<file path="src/rtl/sprite_pkg.sv">
// Shared sprite geometry and game constants for the pong ball sequencer.
package sprite_pkg;

  localparam int SCREEN_H_RES = 640;
  localparam int SCREEN_V_RES = 480;

  localparam int X_POS_W = 10;
  localparam int Y_POS_W = 9;

  // x position that parks a sprite just off the right edge of the screen
  localparam logic [X_POS_W-1:0] POS_HIDE = X_POS_W'(SCREEN_H_RES);

  typedef struct packed {
    logic [X_POS_W-1:0] x_pos;
    logic [Y_POS_W-1:0] y_pos;
    logic [X_POS_W-1:0] right;
    logic [Y_POS_W-1:0] bottom;
  } sprite_t;

  localparam int BALL_SIDE  = 10;
  localparam int BORDER     = 10;
  localparam int BALL_MIN_Y = BORDER;
  localparam int BALL_MAX_Y = SCREEN_V_RES - BORDER - BALL_SIDE;
  localparam int BALL_MAX_X = SCREEN_H_RES - BALL_SIDE;
  localparam int CENTRE_X   = SCREEN_H_RES / 2;
  localparam int CENTRE_Y   = SCREEN_V_RES / 2;

  localparam int SPEED_W      = 5;
  localparam int INIT_SPEED   = 4;
  localparam int DEFLECT_X    = 4;
  localparam int SIDE_Y       = 5;
  localparam int SERVE_FRAMES = 60;
  localparam int WIN_SCORE    = 9;

  typedef enum logic [2:0] {
    IDLE  = 3'd0,
    SERVE = 3'd1,
    PLAY  = 3'd2,
    POINT = 3'd3,
    OVER  = 3'd4
  } game_state_t;

  // zone 3 is not produced by a well-behaved hitbox and is handled as middle
  typedef enum logic [1:0] {
    ZONE_TOP     = 2'd0,
    ZONE_MID     = 2'd1,
    ZONE_BOT     = 2'd2,
    ZONE_MID_ALT = 2'd3
  } hit_zone_t;

  // Builds the full sprite record from the top-left corner.
  function automatic sprite_t make_sprite(input logic [X_POS_W-1:0] x,
                                          input logic [Y_POS_W-1:0] y);
    sprite_t s;
    s.x_pos  = x;
    s.y_pos  = y;
    s.right  = x + X_POS_W'(BALL_SIDE - 1);
    s.bottom = y + Y_POS_W'(BALL_SIDE - 1);
    return s;
  endfunction

endpackage

</file>
<file path="src/rtl/pong_ball_step.sv">
// One-frame ball motion: paddle deflection, wall bounce and scoring flags.
// Purely combinational; the caller decides whether to commit the result.
module pong_ball_step
  import sprite_pkg::*;
(
  input  logic [X_POS_W-1:0]        x,
  input  logic [Y_POS_W-1:0]        y,
  input  logic signed [SPEED_W-1:0] vx,
  input  logic signed [SPEED_W-1:0] vy,
  input  logic                      hit_player,
  input  logic                      hit_enemy,
  input  hit_zone_t                 hit_zone,
  output logic [X_POS_W-1:0]        x_next,
  output logic [Y_POS_W-1:0]        y_next,
  output logic signed [SPEED_W-1:0] vx_next,
  output logic signed [SPEED_W-1:0] vy_next,
  output logic                      point_player,
  output logic                      point_enemy
);

  localparam logic signed [SPEED_W-1:0] V_DEFLECT = SPEED_W'(DEFLECT_X);
  localparam logic signed [SPEED_W-1:0] V_SIDE    = SPEED_W'(SIDE_Y);
  localparam logic signed [SPEED_W-1:0] V_ONE     = SPEED_W'(1);
  localparam logic signed [X_POS_W:0]   NX_MAX    = (X_POS_W+1)'(BALL_MAX_X);
  localparam logic signed [Y_POS_W:0]   NY_MIN    = (Y_POS_W+1)'(BALL_MIN_Y);
  localparam logic signed [Y_POS_W:0]   NY_MAX    = (Y_POS_W+1)'(BALL_MAX_Y);

  logic signed [X_POS_W:0]   nx;
  logic signed [Y_POS_W:0]   ny;
  logic                      deflect_p;
  logic                      deflect_e;
  logic signed [SPEED_W-1:0] vy_pad;
  logic signed [SPEED_W-1:0] vy_abs;

  // Candidate position one bit wider and signed so off-screen moves are visible;
  // a hit only counts when the paddle opposes the current horizontal motion.
  always_comb begin
    nx        = $signed({1'b0, x}) + (X_POS_W+1)'(vx);
    ny        = $signed({1'b0, y}) + (Y_POS_W+1)'(vy);
    deflect_p = hit_player && vx[SPEED_W-1];
    deflect_e = hit_enemy && !vx[SPEED_W-1] && (vx != '0);

    vy_pad = vy;
    if (deflect_p || deflect_e) begin
      case (hit_zone)
        ZONE_TOP: vy_pad = -V_SIDE;
        ZONE_BOT: vy_pad = V_SIDE;
        default:  vy_pad = vy[SPEED_W-1] ? -V_ONE : V_ONE;
      endcase
    end
    vy_abs = vy_pad[SPEED_W-1] ? -vy_pad : vy_pad;

    // Horizontal: deflect holds x for this frame, otherwise move or score.
    x_next       = x;
    vx_next      = vx;
    point_player = 1'b0;
    point_enemy  = 1'b0;
    if (deflect_p) begin
      vx_next = V_DEFLECT;
    end else if (deflect_e) begin
      vx_next = -V_DEFLECT;
    end else if (nx[X_POS_W]) begin
      point_enemy = 1'b1;
    end else if (nx > NX_MAX) begin
      point_player = 1'b1;
    end else begin
      x_next = nx[X_POS_W-1:0];
    end

    // Vertical: walls clamp and reflect using the post-paddle vy.
    if (ny <= NY_MIN) begin
      y_next  = Y_POS_W'(BALL_MIN_Y);
      vy_next = vy_abs;
    end else if (ny >= NY_MAX) begin
      y_next  = Y_POS_W'(BALL_MAX_Y);
      vy_next = -vy_abs;
    end else begin
      y_next  = ny[Y_POS_W-1:0];
      vy_next = vy_pad;
    end
  end

endmodule

</file>
<file path="src/rtl/pong_ball_ctrl.sv">
// Pong game sequencer: owns ball position/velocity and scores, stepping the
// ball once per frame tick through IDLE/SERVE/PLAY/POINT/OVER.
module pong_ball_ctrl
  import sprite_pkg::*;
(
  input  logic                      clk,
  input  logic                      rst_n,
  input  logic                      frame_tick_i,
  input  logic                      start_i,
  input  logic                      hit_player_i,
  input  logic                      hit_enemy_i,
  input  logic [1:0]                hit_zone_i,
  output sprite_t                   ball_o,
  output logic signed [SPEED_W-1:0] vx_o,
  output logic signed [SPEED_W-1:0] vy_o,
  output logic [3:0]                score_p_o,
  output logic [3:0]                score_e_o,
  output logic [2:0]                state_o,
  output logic                      game_over_o
);

  localparam int                        CNT_W      = $clog2(SERVE_FRAMES);
  localparam logic [CNT_W-1:0]          SERVE_LOAD = CNT_W'(SERVE_FRAMES - 1);
  localparam logic [X_POS_W-1:0]        X_SERVE    = X_POS_W'(CENTRE_X);
  localparam logic [Y_POS_W-1:0]        Y_SERVE    = Y_POS_W'(CENTRE_Y);
  localparam logic signed [SPEED_W-1:0] V_SERVE    = SPEED_W'(INIT_SPEED);
  localparam logic signed [SPEED_W-1:0] V_ONE      = SPEED_W'(1);
  localparam logic [3:0]                SCORE_WIN  = 4'(WIN_SCORE);

  game_state_t               state;
  logic [X_POS_W-1:0]        x_q;
  logic [Y_POS_W-1:0]        y_q;
  logic signed [SPEED_W-1:0] vx_q;
  logic signed [SPEED_W-1:0] vy_q;
  logic [3:0]                score_p;
  logic [3:0]                score_e;
  // 1 = next serve goes right; also records who won the last rally
  logic                      serve_pos;
  logic [CNT_W-1:0]          count;

  logic [X_POS_W-1:0]        x_next;
  logic [Y_POS_W-1:0]        y_next;
  logic signed [SPEED_W-1:0] vx_next;
  logic signed [SPEED_W-1:0] vy_next;
  logic                      point_player;
  logic                      point_enemy;
  logic [3:0]                score_p_inc;
  logic [3:0]                score_e_inc;
  logic [3:0]                score_new;

  pong_ball_step u_step (
    .x            (x_q),
    .y            (y_q),
    .vx           (vx_q),
    .vy           (vy_q),
    .hit_player   (hit_player_i),
    .hit_enemy    (hit_enemy_i),
    .hit_zone     (hit_zone_t'(hit_zone_i)),
    .x_next       (x_next),
    .y_next       (y_next),
    .vx_next      (vx_next),
    .vy_next      (vy_next),
    .point_player (point_player),
    .point_enemy  (point_enemy)
  );

  // Saturating score increments; score_new is the winner's updated total.
  always_comb begin
    score_p_inc = (score_p == 4'hF) ? score_p : score_p + 4'd1;
    score_e_inc = (score_e == 4'hF) ? score_e : score_e + 4'd1;
    score_new   = serve_pos ? score_p_inc : score_e_inc;
  end

  // Game FSM; only start_i acts without a frame tick.
  always_ff @(posedge clk or negedge rst_n) begin
    if (!rst_n) begin
      state     <= IDLE;
      x_q       <= POS_HIDE;
      y_q       <= Y_SERVE;
      vx_q      <= '0;
      vy_q      <= '0;
      score_p   <= '0;
      score_e   <= '0;
      serve_pos <= 1'b1;
      count     <= '0;
    end else begin
      case (state)
        IDLE: begin
          if (start_i) begin
            state <= SERVE;
            count <= SERVE_LOAD;
            x_q   <= X_SERVE;
            y_q   <= Y_SERVE;
          end
        end
        SERVE: begin
          if (frame_tick_i) begin
            if (count == '0) begin
              state <= PLAY;
              vx_q  <= serve_pos ? V_SERVE : -V_SERVE;
              vy_q  <= V_ONE;
            end else begin
              count <= count - 1'b1;
            end
          end
        end
        PLAY: begin
          if (frame_tick_i) begin
            if (point_player || point_enemy) begin
              state     <= POINT;
              serve_pos <= point_player;
              x_q       <= POS_HIDE;
              y_q       <= Y_SERVE;
              vx_q      <= '0;
              vy_q      <= '0;
            end else begin
              x_q  <= x_next;
              y_q  <= y_next;
              vx_q <= vx_next;
              vy_q <= vy_next;
            end
          end
        end
        POINT: begin
          if (frame_tick_i) begin
            if (serve_pos) score_p <= score_p_inc;
            else           score_e <= score_e_inc;
            if (score_new == SCORE_WIN) begin
              state <= OVER;
            end else begin
              state <= SERVE;
              count <= SERVE_LOAD;
              x_q   <= X_SERVE;
              y_q   <= Y_SERVE;
            end
          end
        end
        OVER: begin
          if (start_i) begin
            state     <= SERVE;
            score_p   <= '0;
            score_e   <= '0;
            serve_pos <= 1'b1;
            count     <= SERVE_LOAD;
            x_q       <= X_SERVE;
            y_q       <= Y_SERVE;
          end
        end
        default: state <= IDLE;
      endcase
    end
  end

  assign ball_o      = make_sprite(x_q, y_q);
  assign vx_o        = vx_q;
  assign vy_o        = vy_q;
  assign score_p_o   = score_p;
  assign score_e_o   = score_e;
  assign state_o     = state;
  assign game_over_o = (state == OVER);

endmodule

</file>
<file path="config.mk">
export PLATFORM = sky130hd
export DESIGN_NAME = pong_ball_ctrl
export DESIGN_NICKNAME = d
export VERILOG_FILES = /design/src/rtl/sprite_pkg.sv /design/src/rtl/pong_ball_step.sv /design/src/rtl/pong_ball_ctrl.sv
export SDC_FILE = /design/constraint.sdc
export NUM_CORES = 1
export LEC_CHECK = 0
export BUFFER_PORTS_ARGS = -buffer_cell sky130_fd_sc_hd__buf_2
export CELL_PAD_IN_SITES_DETAIL_PLACEMENT = 1
export CELL_PAD_IN_SITES_GLOBAL_PLACEMENT = 1
export CORE_ASPECT_RATIO = 0.75
export CORE_MARGIN = 2
export CORE_UTILIZATION = 35
export CTS_CLUSTER_DIAMETER = 100
export DETAILED_ROUTE_END_ITERATION = 10
export GPL_TIMING_DRIVEN = 0
export PLACE_DENSITY = 0.66
export SLEW_MARGIN = 20
export SYNTH_ARGS = -nofsm -noshare
export SYNTH_HDL_FRONTEND = slang
export SYNTH_SLANG_ARGS = --single-unit
</file>
<file path="constraint.sdc">
create_clock -name clk -period 6.07 [get_ports clk]
set_clock_uncertainty 0.2 [all_clocks]
set_input_delay 0.607 -clock clk [delete_from_list [all_inputs] [get_ports clk]]
set_output_delay 0.607 -clock clk [all_outputs]
set_load 0.01 [all_outputs]
</file>
; ---- Word level (Yosys, flattened, before mapping)
; Cells that the tools add are included.
[classes]
n_addsub = 9
n_lt_le_gt_ge = 3
n_eq_ne = 24
mux = 72
n_reduce_logical = 25
[ops]
columns = operator, count
row1 = 10-bit 2-to-1 mux, 9
row2 = 5-bit 2-to-1 mux, 16
row3 = 9-bit 2-to-1 mux, 7
row4 = 4-bit 2-to-1 mux, 8
row5 = 6-bit 2-to-1 mux, 5
row6 = 10-bit case mux with 3 select lines, 1
row7 = 5-bit case mux with 2 select lines, 3
row8 = 9-bit case mux with 3 select lines, 1
row9 = 3-bit 2-to-1 mux, 7
row10 = "2-bit inequality test, second input constant", 10
row11 = 6-bit case mux with 3 select lines, 1
row12 = 4-bit case mux with 2 select lines, 2
row13 = 4-bit AND reduction, 4
row14 = "4-bit == test, second input constant", 3
row15 = "3-bit inequality test, second input constant", 4
row16 = 3-bit case mux with 4 select lines, 1
row17 = 6-bit AND reduction, 2
row18 = 11-bit by 5-bit adder with 11-bit output, 1
row19 = "11-bit greater-than comparator, second input constant", 1
row20 = "10-bit by 4-bit adder with 10-bit output, second input constant", 1
row21 = 10-bit by 5-bit adder with 10-bit output, 1
row22 = "10-bit >= comparator, second input constant", 1
row23 = "10-bit by 5-bit less-or-equal comparator with 1-bit output, second input constant", 1
row24 = 1-bit 2-to-1 mux, 10
row25 = 23 further kinds, 33
[totals]
regBits = 47
in_bits = 8
output_inout_bits = 60
wordCells = 142

; ---- Logic depth before layout (Yosys ltp)
[logic_depth]
word_depth = 13
depth_mapped = 17
mapped_depth_nobuf = 17

; ---- Modules after synthesis
; From an unflattened synthesis, not the netlist that was laid out.
[hier_totals]
hier_cells = 496
area_unflattened_um2 = 4161.5
[by_module_without_submodules]
columns = mod, instances, cells_per_inst, area_per_inst_um2, seq_area_each_um2
row1 = pong_ball_ctrl, 1, 255, 2496.1, 1184.9
row2 = pong_ball_step, 1, 241, 1665.3, 0.0

; ---- Worst setup path after synthesis
; Ideal clock, no wire load.
[synth_timing]
path_type = reg2reg
startpoint = register x_q[2]
endpoint = register y_q[0]
setup_ps = 101
arrival_time_ps = 3658
required_ps = 5769
slack_ps = 2111
stages_incl_launch_ff = 16
n_path_buf = 0
period_less_slack_ps = 3959
path_cell_list = dfrtp_1 -> ha_1 -> fa_1 -> a211oi_1 -> o21bai_1 -> a21oi_1 -> xor2_1 -> nand3_1 -> a21o_1 -> ha_1 -> or3_1 -> o211ai_1 -> nor2_1 -> nor3_2 -> nand2_1 -> o32ai_1
[synth_between]
elab_chain_cells = 10
elab_cells_between_ends = 13
classes_between = add/sub: 1 / order compare: 1 / mux: 10 / reduce/logical: 1
[synth_rtl]
columns = element, line_no
row1 = from (decl), pong_ball_ctrl.sv:31  ; logic [X_POS_W-1:0] x_q;
row2 = from (signal assigned), pong_ball_ctrl.sv:117  ; x_q <= x_next;
row3 = 11-bit by 5-bit adder with 11-bit output (*), pong_ball_step.sv:38  ; nx = $signed({1'b0, x}) + (X_POS_W+1)'(vx);
row4 = 11-bit greater-than comparator, pong_ball_step.sv:64  ; end else if (nx > NX_MAX) begin
row5 = 1-bit 2-to-1 mux, pong_ball_step.sv:64
row6 = 1-bit 2-to-1 mux, pong_ball_step.sv:62  ; end else if (nx[X_POS_W]) begin
row7 = 1-bit 2-to-1 mux, pong_ball_step.sv:60  ; end else if (deflect_e) begin
row8 = 1-bit 2-to-1 mux, pong_ball_step.sv:58  ; if (deflect_p) begin
row9 = 1-bit logical OR (*), pong_ball_ctrl.sv:109  ; if (point_player || point_enemy) begin
row10 = 9-bit 2-to-1 mux (*), pong_ball_ctrl.sv:109
row11 = 9-bit 2-to-1 mux (*), pong_ball_ctrl.sv:108  ; if (frame_tick_i) begin
row12 = 9-bit case mux with 3 select lines (*), pong_ball_ctrl.sv:87  ; case (state)
row13 = to (signal assigned), pong_ball_ctrl.sv:118  ; y_q <= y_next;
row14 = to (decl), pong_ball_ctrl.sv:32  ; logic [Y_POS_W-1:0] y_q;
; Every way passes the cells marked *; elsewhere a longest branch is shown, timed or not. The select of a mux whose other input is x is not followed.
; A chain may end at the register's enable or synchronous reset.

; ---- Worst setup path after layout
[layout_timing]
startpoint = register vx_q[2] (netlist: vx_o[2])
endpoint = register y_q[0]
[layout_between]
elab_chain_cells = 10
elab_cells_between_ends = 15
classes_between = add/sub: 1 / order compare: 1 / mux: 10 / reduce/logical: 3
[layout_rtl]
columns = element, line_no
row1 = from (decl), pong_ball_ctrl.sv:33  ; logic signed [SPEED_W-1:0] vx_q;
row2 = from (signal assigned), pong_ball_ctrl.sv:100  ; vx_q <= serve_pos ? V_SERVE : -V_SERVE;
row3 = from (signal assigned), pong_ball_ctrl.sv:119  ; vx_q <= vx_next;
row4 = 11-bit by 5-bit adder with 11-bit output, pong_ball_step.sv:38
row5 = 11-bit greater-than comparator, pong_ball_step.sv:64
row6 = 1-bit 2-to-1 mux, pong_ball_step.sv:64
row7 = 1-bit 2-to-1 mux, pong_ball_step.sv:62
row8 = 1-bit 2-to-1 mux, pong_ball_step.sv:60
row9 = 1-bit 2-to-1 mux, pong_ball_step.sv:58
row10 = 1-bit logical OR (*), pong_ball_ctrl.sv:109
row11 = 9-bit 2-to-1 mux (*), pong_ball_ctrl.sv:109
row12 = 9-bit 2-to-1 mux (*), pong_ball_ctrl.sv:108
row13 = 9-bit case mux with 3 select lines (*), pong_ball_ctrl.sv:87
; Marked as above.

==> results.tsv <==
stage	metric	value	unit
status	status	completed	
final_layout	fin_cells	641	
run	cap_violations	0	
timing	min_period	4980	ps
timing	slew_headroom	0.333	
critical_path	cp-end-kind	flop	
pwr	ir_drop	0.000107	V
grt	grt_remaining_overflow	0	
placed_design	place_inst	633	
logic_synthesis	synth_top_area_frac	0.235	
logic_synthesis	ys_top_cells_by_area	dfrtp_1 24%, ha_1 8.4%, dfstp_2 4.9%	
critical_path	critPathLaunchType	flop	
placed_design	gp_congestion	0.819	
final_layout	syn_to_final_growth	17.5	%
critical_path	critical_path.top_delay_family	compound AO/OA/AOI/OAI gates	
critical_path	cp_common_cell	ha_1	
routing	antenna_left	0	
timing	slew_viol_final	0	
grt	grt_usage	0.202	
grt	first_global_vias	3459	
timing	period_share	0.820	
cts	root_buffer	clkbuf_16	
placed_design	portBuffers	60	
logic_synthesis	yosysSeqAreaShare	0.285	
cts	clkSinkCount	42	
placed_design	placed_area	0.00421	mm^2
routing	vias	3586	
logic_synthesis	synth_ff_type	dfrtp_1	
critical_path	path_cells	ha_1, fa_1, a211oi_1, o21bai_1, a21oi_1, xor2_1, nand3_1, a21o_1, ha_1, or3_1, o211ai_1, nor2_1, nor3_2, nand2_1, o32ai_1	
logic_synthesis	synthArstFlopShare	1.00	
logic_synthesis	syn_area	0.00372	mm^2
cts	post_cts_buffers	0	
floorplan	ioPinCount	68	
grt	antenna_found_initial	0	
critical_path	arrival	4960	ps
timing	rsz0062_at_grt	no	
logic_synthesis	syn_area_per_cell	8.60	um^2
cts	clk_pin_slew_worst_paths	60	ps
cts	cts_resized	0	
routing	routed_wl	11300	um
critical_path	path_buf_inv	0	
critical_path	critPathKind	reg -> reg	
final_layout	layout.nets	539	
timing	fin_setup_tns	0	ps
cts	cts_tree	done	
logic_synthesis	synth-edff-count	0	
critical_path	crit_fanout	6	
timing	fmax	201	MHz
timing	setup_viol	0	
critical_path	cp.required	6050	ps
grt	grt_pass1_wl	18100	um
logic_synthesis	ys_warn_count	0	
cts	clock_latency	280	ps
routing	initialDrtViolationCount	160	
final_layout	drive_gt1_frac	0.226	
placed_design	hpwl	8830	um
floorplan	core_area	0.0103	mm^2
placed_design	post-place-ws	1090	ps
pwr	power.density	341	mW/mm^2
critical_path	r2r-start	vx_o[2]	
routing	post_drt_wl_per_cell	17.7	um
timing	fin_ws	1090	ps
final_layout	post-route-cell-area	0.00438	mm^2
final_layout	antenna_cells	0	
critical_path	cpPeakStageDelay	490	ps
critical_path	reg2reg_depth	15	
grt	grt_max_degree	43	
cts	clk_path_buf_depth	2	
logic_synthesis	synth_most_common_cell	nand2_1	
floorplan	die_w	123	um
pwr	leakagePower	2.01	nW
floorplan	initial_core_util	0.361	
timing	worst_slew_pin_slew	1000	ps
cts	htreeDepth	2	
floorplan	rows	32	
logic_synthesis	yosys.area.top_type	dfrtp_1	
floorplan	dieArea	0.0115	mm^2
cts	postCtsHoldBufs	0	
logic_synthesis	netlist_instances	433	
logic_synthesis	synth_cell_types	74	
critical_path	regToRegSetupSlack	1090	ps
final_layout	fin_util	0.424	
routing	drc	0	
critical_path	rr_endpoint	y_q[0]	
timing	hold_violations	0	
floorplan	dieHeight	93.3	um
routing	dr.pass1.iters	4	
logic_synthesis	ys_ff_latch	42	
critical_path	crit_path_top_delay_cell	nor3_2	
hold_path	holdCritPathClass	in -> async	
routing	viasPerCell	5.59	
logic_synthesis	synth_common_cells	39 x nand2_1, 36 x nor2_1, 35 x dfrtp_1	
cts	cts_buffers	5	
[worst max-delay path by stage]
stage	start	endpoint	slack, ps	depth (start not counted)
6_report	vx_o[2]	y_q[0]	1090	15
3_3_place_gp	vx_o[2]	y_q[0]	1190	15
3_5_place_dp	vx_o[2]	y_q[0]	1090	15
5_1_grt	vx_o[2]	y_q[0]	750	15
4_1_cts	vx_o[2]	y_q[0]	1050	15
2_1_floorplan	x_q[2]	y_q[0]	2110	15
[report_power, final]
| part | switching [W] | leakage (nW) | internal (W) |
|---|---|---|---|
| combinational | 0.000466 | 1.41 | 0.000311 |
| clock | 0.000112 | 0.0836 | 0.000193 |
| sequential | 0.0000776 | 0.512 | 0.000331 |
| total | 0.000656 | 2.01 | 0.000834 |
[metal layers]
| metal | global-route usage | share of wire | vias to the layer above |
|---|---|---|---|
| met4 | 0.0275 | 0.0024 | 0 |
| met2 | 0.304 | 0.42 | 77 |
| met3 | 0.0323 | 0.045 | 2 |
| li1 | - | - | 1756 |
| met5 | 0 | 0 | - |
| met1 | 0.308 | 0.53 | 1751 |
[metrics by stage]
stage	power [W]	hold WS [ps]
after global routing	0.00162	340
after CTS	0.00150	314
after detailed placement	0.00119	306
after global placement	0.00116	288
after floorplan	0.000947	111
final	0.00149	292
[final cells by class]
class	count	area, um^2
Timing Repair Buffer	60	300
Tap cell	136	170
Clock inverter	3	40.0
Multi-Input combinational cell	361	2520
Clock buffer	5	125
Buffer	16	96.3
Sequential cell	42	1060
Inverter	18	67.6
Fill cell	1234	5950
[state kept, by name (all words and copies together), names as in the netlist]
register / count
score_e_o: 4
y_q: 9
x_q: 8
count: 6
serve_pos: 1
vy_o: 5
vx_o: 2
state_o: 3
score_p_o: 4
[cell usage in the layout (no fill, tap or decap), drive strengths merged, types with 12 or more instances in the layout]
master	n
ha	25
inv	18
nor2	36
xor2	12
dfrtp	35
xnor2	19
nand2	41
a21oi	29
buf	71
o21ai	32
[cell families after synthesis]
logic type / share of synthesized area
XOR/XNOR: 0.0749
flip-flops: 0.285
other: 0.00202
AND/OR/NAND/NOR: 0.213
adder cells (fa/ha/maj): 0.0947
buffers and inverters: 0.0440
AO/OA/AOI/OAI: 0.267
multiplexers: 0.0195
Note: power is estimated with default switching activity, not from simulation.
